### src/rtl/program_counter.sv
// -----------------------------------------------------------------------------
// program_counter
//   Instruction-address generator for the SPORK fetch stage. A 16-bit PC is
//   cleared and launched by start. While running, it increments by one per
//   clock, takes signed relative jumps, and freezes on halt. Once halted, only
//   start or reset can move it again.
//
// Ports
//   clk        : system clock; all state updates happen on the rising edge
//   reset      : asynchronous, active-high; forces PC=RESET_VECTOR and IDLE
//   start      : level; loads RESET_VECTOR and enters RUN (highest sync prio)
//   halt       : level; in RUN, freezes PC and enters HALTED
//   jump       : level; in RUN, adds sign-extended jump_value to PC
//   jump_value : two's-complement branch offset, OFF_WIDTH bits
//   PC         : registered program counter, PC_WIDTH bits
// -----------------------------------------------------------------------------
module program_counter #(
  parameter int unsigned                PC_WIDTH     = 16,
  parameter int unsigned                OFF_WIDTH    = 8,
  parameter logic [PC_WIDTH-1:0]        RESET_VECTOR = '0
) (
  input  logic                 clk,
  input  logic                 reset,
  input  logic                 start,
  input  logic                 halt,
  input  logic                 jump,
  input  logic [OFF_WIDTH-1:0] jump_value,
  output logic [PC_WIDTH-1:0]  PC
);

  typedef enum logic [1:0] {
    ST_IDLE   = 2'd0,
    ST_RUN    = 2'd1,
    ST_HALTED = 2'd2
  } state_e;

  state_e                state_q, state_d;
  logic [PC_WIDTH-1:0]   pc_q, pc_d;
  logic [PC_WIDTH-1:0]   offset_ext;

  // Replicate the offset's sign bit so that a negative offset wraps modulo
  // 2^PC_WIDTH in the addition below.
  assign offset_ext = {{(PC_WIDTH - OFF_WIDTH){jump_value[OFF_WIDTH-1]}}, jump_value};

  // Next-state logic. Priority below reset is start > halt > jump > increment.
  always_comb begin
    // NOTE: every output of this block gets a default first, so no path can
    // leave it unassigned and infer a latch.
    state_d = state_q;
    pc_d    = pc_q;

    if (start) begin
      // Restart from any state. Counting begins on the first edge after
      // start drops.
      state_d = ST_RUN;
      pc_d    = RESET_VECTOR;
    end else begin
      unique case (state_q)
        ST_IDLE: begin
          // Wait for start; halt and jump are ignored.
        end
        ST_RUN: begin
          if (halt) begin
            // Any simultaneous jump is discarded.
            state_d = ST_HALTED;
          end else if (jump) begin
            pc_d = pc_q + offset_ext;
          end else begin
            pc_d = pc_q + PC_WIDTH'(1);
          end
        end
        ST_HALTED: begin
          // Sticky: deasserting halt does not resume execution.
        end
        default: begin
          state_d = ST_IDLE;
          pc_d    = RESET_VECTOR;
        end
      endcase
    end
  end

  // NOTE: state registers use non-blocking assignments, so every flop samples
  // the pre-edge value of every other flop.
  always_ff @(posedge clk or posedge reset) begin
    if (reset) begin
      state_q <= ST_IDLE;
      pc_q    <= RESET_VECTOR;
    end else begin
      state_q <= state_d;
      pc_q    <= pc_d;
    end
  end

  assign PC = pc_q;

endmodule

### config.mk
export PLATFORM = sky130hd
export DESIGN_NAME = program_counter
export DESIGN_NICKNAME = d
export VERILOG_FILES = /design/src/rtl/program_counter.sv
export SDC_FILE = /design/constraint.sdc
export NUM_CORES = 1
export LEC_CHECK = 0
export CAP_MARGIN = 0
export CORE_MARGIN = 1
export CORE_UTILIZATION = 40
export DETAILED_ROUTE_END_ITERATION = 16
export PLACE_DENSITY = 0.7
export SETUP_SLACK_MARGIN = 0.2
export SLEW_MARGIN = 20
export SYNTH_ARGS = -nofsm -noshare
export SYNTH_HDL_FRONTEND = slang
export SYNTH_SLANG_ARGS = --single-unit
### constraint.sdc
create_clock -name clk -period 2.89 [get_ports clk]
set_clock_uncertainty 0.15 [all_clocks]
set_input_delay 0.578 -clock clk [delete_from_list [all_inputs] [get_ports clk]]
set_output_delay 0.578 -clock clk [all_outputs]
set_load 0.01 [all_outputs]
==> results.md <==
- Status: complete, no violations
- CTS tree: built
- Static Leak: 0.935 nW
- Synthesized area per cell: roughly 8.5 sq um
- Synth cell types: 48
- Cells after Synth: 168
- Worst VDD drop: 266 uV
- Final Util: 0.622
- CP Capture Type: flop
- WHS Path Cells: 1
- Most frequent cells in the layout: 26 x clkdlybuf4s50_1, 25 x buf_4, 18 x dfrtp_1, 15 x nand2_1, 14 x nor2_1
- DR vias/cell: approximately 5.4
- Initial antenna violation count: 0
- Sink Count: 18
- WHS: 392 ps
- Largest net degree at the start of global routing: 19
- Worst EP required: 2940 ps
- Final hold viol count: 0
- I/O pin count: 29
- Unrepaired setup endpoints after global routing: yes
- Max H-tree Level: 1
- Total Die Area: 3820 sq um
- Cells on worst reg2reg path: 9
- Routed vias: about 1,400
- FF/Latch Area: about 450 sq um
- Rows: 21
- Flops & latches, synth: 18
- Post-synth EDFFs: 0
- Most used DFF post-synth: dfrtp_1
- Sequential area share after synthesis: 0.315
- CP Class: input pin to flop
- DRC viols: 0
- Cell area power density: 352 nW/um^2
- Routed WL: slightly below 4000 microns
- RR Startpoint: PC[0]
- Min-delay worst type: flop to flop
- Tot Pwr: 0.000742 W
- CP Max Fanout: 5
- Core Area: 3390 sq um
- Most common cell after layout, fill and taps aside: clkdlybuf4s50_1
- Worst r2r dst: PC[10]
- 1st-iter DRT viols: around 130
- Syn nets: 191
- Hold Crit Start: PC[13]
- Bufs on Longest Clock Path: 2
- Number of max-cap violations: 0
- Area growth from synthesis to layout: 47.4%
- Dpl hpwl: 2830 microns
- DRT Pass-1 Iters: 4
- Multi-input gate area: 1050 sq um
- Post-Syn Area: 1430 sq um
- GR Util All Layers: 0.233
- Number of port buffers: 28
- Worst-Skew Late Latency: 300 ps
- Final antenna-violating net count: 0
- Post-synth ARST share: 1.00
- Ant diodes: 0
- Final nets: about 250
- F_max: 378 MHz
- Critical Path Source Type: input pin
- Clock transition at path regs: 110 ps
- Die height: slightly above 60 microns
- Initial core utilization: 0.422
- Hold_buf cts: 0
- Num CTS Buffers: 3
- Hold endpoint: PC[13]
- Final-layout fill cell count: 280
- GPL Wtd Cong: 0.889
- DR WL/cell: 14.7 microns
- Crit path DAT: between 2000 and 3000 ps
- Die width: 61.8 microns
- Tcrit/Tclk final: 0.916
- Slew @ Worst Pin: ~760 ps
- R2R Setup Slk: 420 ps
- Slew HR: 0.496
- YS warnings: 0
- Share of cells above drive strength 1: 0.270
- Setup TNS: 0 ps
- Period minus WS final: 2650 ps
- Remaining Overflow, GRT: 0
- Root Driver: clkbuf_4
- Slew Viols, Final: 0
- First-pass GRT wire length: 6460 microns
- # setup viols final: 0
- Vias in the first global route: 1,379
==> final cells by class <==
cell class,count,area share
multi-input cells,136,0.496
repair buffers,55,0.230
flip-flops and latches,18,0.214
well taps,46,0.0273
clock buffers,4,0.0172
inverters,9,0.0160
==> routing by layer <==
metal	vias up	share of wire	track usage
li1	717	-	-
met1	692	0.44	0.301
met2	30	0.52	0.390
met3	6	0.030	0.0497
met4	0	0.016	0.0762
met5	-	0	0
==> Yosys cell counts, drive strengths merged, types with 3 or more instances <==
cell type,number,share of area
nand2b,5,0.022
inv,9,0.024
or3,4,0.017
o21ai,13,0.045
ha,9,0.079
dfrtp,18,0.31
nor2,14,0.037
xor2,5,0.031
and3,3,0.017
nor4,4,0.017
a21oi,12,0.045
clkbuf,3,0.0079
nand2,18,0.051
a211o,4,0.024
nor3,6,0.029
a31oi,4,0.017
and2,5,0.022
mux2i,5,0.035
==> flip-flops by register name (all words and copies together) (netlist names) <==
name	count
PC	16
state_q	2
==> how the worst max path moves through the flow <==
stage          cells past startpoint           from     end
2_1_floorplan                     10           jump  PC[10]
3_3_place_gp                      11           jump  PC[10]
3_5_place_dp                      11           jump  PC[10]
4_1_cts                           10  jump_value[5]  PC[12]
5_1_grt                            9  jump_value[1]  PC[12]
6_report                          10  jump_value[5]  PC[10]
==> critical path, stage by stage <==
cell and delay (ps):
clkdlybuf4s50_1 410, and2_4 170, ha_4 260, buf_6 100, o211ai_1 130, a21oi_4 180
o22ai_4 120, mux2_4 310, and3_1 180, a211o_1 250
==> stage by stage <==
stage | instances | area [sq um] | worst slack, ps
2_1_floorplan | 168 | 1440 | 238
3_3_place_gp | 259 | 1920 | -294
3_5_place_dp | 259 | 1920 | -360
4_1_cts | 265 | 2000 | 205
5_1_grt | 268 | 2110 | 202
6_report | 268 | 2110 | 243
==> report_power, final <==
part | switching, W | internal, W
combinational | 0.000132 | 0.000145
clock | 0.0000881 | 0.0000770
sequential | 0.0000294 | 0.000270
total | 0.000249 | 0.000493
==> kinds of logic after synthesis <==
| family | Yosys count | share of synthesized area |
|---|---|---|
| and+or+nand+nor | 70 | 0.270 |
| AOI/OAI and AO/OA | 42 | 0.186 |
| DFF | 18 | 0.315 |
| buffers and inverters | 14 | 0.0402 |
| adders and majority gates | 10 | 0.0927 |
| xor gates and xnor gates | 7 | 0.0428 |
| muxes | 7 | 0.0533 |
==> what timing repair did <==
item	4_1_cts	5_1_grt
setup endpoints to repair	9	9
buffers inserted	2	3
hold endpoints to repair	0	0
gates resized for setup	10	17
pin swaps	3	3
(Power assumes the default switching activity.)
==> RTL edit, RTL diff (config.mk and constraints unchanged) <==
Set the parameter `OFF_WIDTH` to 10 (it was 8).
--- a/src/rtl/program_counter.sv
+++ b/src/rtl/program_counter.sv
@@ -17,5 +17,5 @@
 module program_counter #(
   parameter int unsigned                PC_WIDTH     = 16,
-  parameter int unsigned                OFF_WIDTH    = 8,
+  parameter int unsigned                OFF_WIDTH    = 10,
   parameter logic [PC_WIDTH-1:0]        RESET_VECTOR = '0
 ) (
Ports: changed (resized jump_value); port bits go from 29 to 31. The function was not compared with the original's and may differ.
==> RTL edit against the unedited design <==
Critical path depth is 1 lower; first-iteration DRC count shrank 18%; via count increased by 9.1%; synthesized cell count increased by 5.4%; count of clock-buffer cells in the layout is the same; design area is 12% higher; global-route usage down 0.96 points; power is 0.49% lower; worst setup slack gained 0.0096 ns; sequential cell count unchanged; routed wire length is 13% higher; area after synthesis increased by 11%; critical path type unchanged; critical endpoint is now PC[12].
==> RTL edit: results (changes against the unedited design) <==
DP HPWL 3181 µm (was 2825 µm); 1st-pass router iterations 5 (was 4); Pleak 1.049 nW (was 0.9347 nW); initial antenna violation count 0 (unchanged); 1st-iter DRT viols 109 (was 133); family with the most delay on the worst path compound AO/OA/AOI/OAI gates (unchanged); max reg flops 16 (unchanged); clock tree buffer depth 2 (unchanged); worst-skew pair later-pin latency 0.26 ns (was 0.30 ns); synth top area cells dfrtp_1, ha_1, a22o_1, a21oi_1, xnor2_1 (was dfrtp_1, ha_1, o21ai_0, nand2_1, a21oi_1); maximum number of pins on one net before global-route repair 19 (unchanged); Slew @ Worst Pin 0.7592 ns (was 0.7554 ns); status finished clean (unchanged); Async SR Flop Fraction 100.0% (unchanged); drt total wl 4460 µm (was 3945 µm); IO buf count 30 (was 28); Ant. Diodes 0 (unchanged); Total GRT Usage 22.39% (was 23.35%); Root Driver clkbuf_8 (was clkbuf_4); synth warn 0 (unchanged); count of different cell masters after synthesis 56 (was 48); share of post-route cells with drive strength above 1 33.05% (was 27.03%); Hold Path Class flop to flop (unchanged); Max Used Layer met4 (unchanged); Post-Synth Adder-Cell Area 9.953% (was 9.266%); RePlAce Congestion 0.9513 (was 0.8889); CTS buffer count 3 (unchanged); Post-synth top cells dfrtp_1, a21oi_1, nand2_1 (was dfrtp_1, nand2_1, nor2_1); ys flop type dfrtp_1 (unchanged); via/cell ratio 5.495 (was 5.392); NumNets Final 267 (was 246); fillers 305 (was 280); Synth Area in XOR/XNOR 5.529% (was 4.283%); wl on met1 2079 µm (was 1719 µm); net count after synthesis 204 (was 191); mux contribution to synthesized area 0.6319% (was 5.332%); Max VDD drop 0.1763 mV (was 0.2656 mV); Compound-Gate Fraction of Synth Area 30.17% (was 18.62%); WL met2 2095 µm (was 2043 µm); first-pass GRT wire length 7258 µm (was 6458 µm); clk slew on worst S/H paths 0.08 ns (was 0.11 ns); CP max stage delay 0.39 ns (was 0.41 ns); wire length on met3 220 µm (was 118 µm); vias in the first global route 1550 (was 1379); Seq/Total Area, Yosys 28.44% (was 31.47%); Worst Path Max Fanout 4 (was 5); CP Data Arrival Time 2.67 ns (was 2.70 ns); H-tree depth 1 (unchanged); slowest cell on the critical path clkdlybuf4s50_1 (unchanged)
## RTL edit: layer usage
metal	vias to the layer above	global-route usage [%]
met3	6	3.521
met1	742	29.95
li1	773	-
met5	-	0
met4	0	6.389
met2	56	36.85
## RTL edit: cell type report
class | instances | area, µm² | area share (%)
clock buffers | 4 | 55.05 | 2.331
inverters | 9 | 35.03 | 1.483
multi-input cells | 142 | 1189 | 50.32
flip-flops and latches | 18 | 450.4 | 19.07
well taps | 48 | 60.06 | 2.542
repair buffers | 66 | 573.1 | 24.26
## RTL edit: final timing paths
path                            endpoint     startpoint  cells past startpoint  slack (ns)
min in group asynchronous          PC[1]          reset                      2        0.61
max in group asynchronous         PC[14]          reset                      2        1.50
worst min register to register     PC[8]          PC[8]                      1        0.41
worst min-delay path               PC[8]          PC[8]                      1        0.41
worst max-delay path              PC[12]  jump_value[6]                      9        0.25
worst max register to register    PC[12]          PC[0]                     10        0.43
## RTL edit: cell families (layout without fill, tap and decap cells)
| group | count (synthesis) | count (layout) |
|---|---|---|
| AO/OA/AOI/OAI | 62 | 62 |
| AND/OR/NAND/NOR | 57 | 57 |
| XOR/XNOR | 10 | 10 |
| multiplexers | 1 | 1 |
| buffers and inverters | 17 | 79 |
| flip-flops | 18 | 18 |
| adder cells (fa/ha/maj) | 12 | 12 |
## RTL edit: per-stage QoR
stage / power [mW] / cells / hold slack (ns) / instance area (µm²) / setup WS, ns
floorplan: 0.4021 / 177 / 0.3666 / 1609 / 0.1943
global placement: 0.4961 / 279 / 0.3572 / 2151 / -0.4595
detailed placement: 0.4989 / 279 / 0.3722 / 2151 / -0.4859
CTS: 0.7280 / 285 / 0.3915 / 2263 / 0.1839
global route: 0.7780 / 287 / 0.4545 / 2362 / 0.1583
finish: 0.7383 / 287 / 0.4114 / 2362 / 0.2521
## RTL edit: what timing repair did
item,4_1_cts,5_1_grt
setup buffers,2,2
gates resized for setup,19,19
pin swaps,14,12
setup endpoints to repair,10,7
## RTL edit: power by group
part	leakage [nW]	internal, mW	switching, mW	total [mW]
registers	0.245	0.264	0.0192	0.283
clock network	0.0288	0.121	0.0972	0.219
logic	0.776	0.127	0.109	0.236
total	1.05	0.513	0.225	0.738
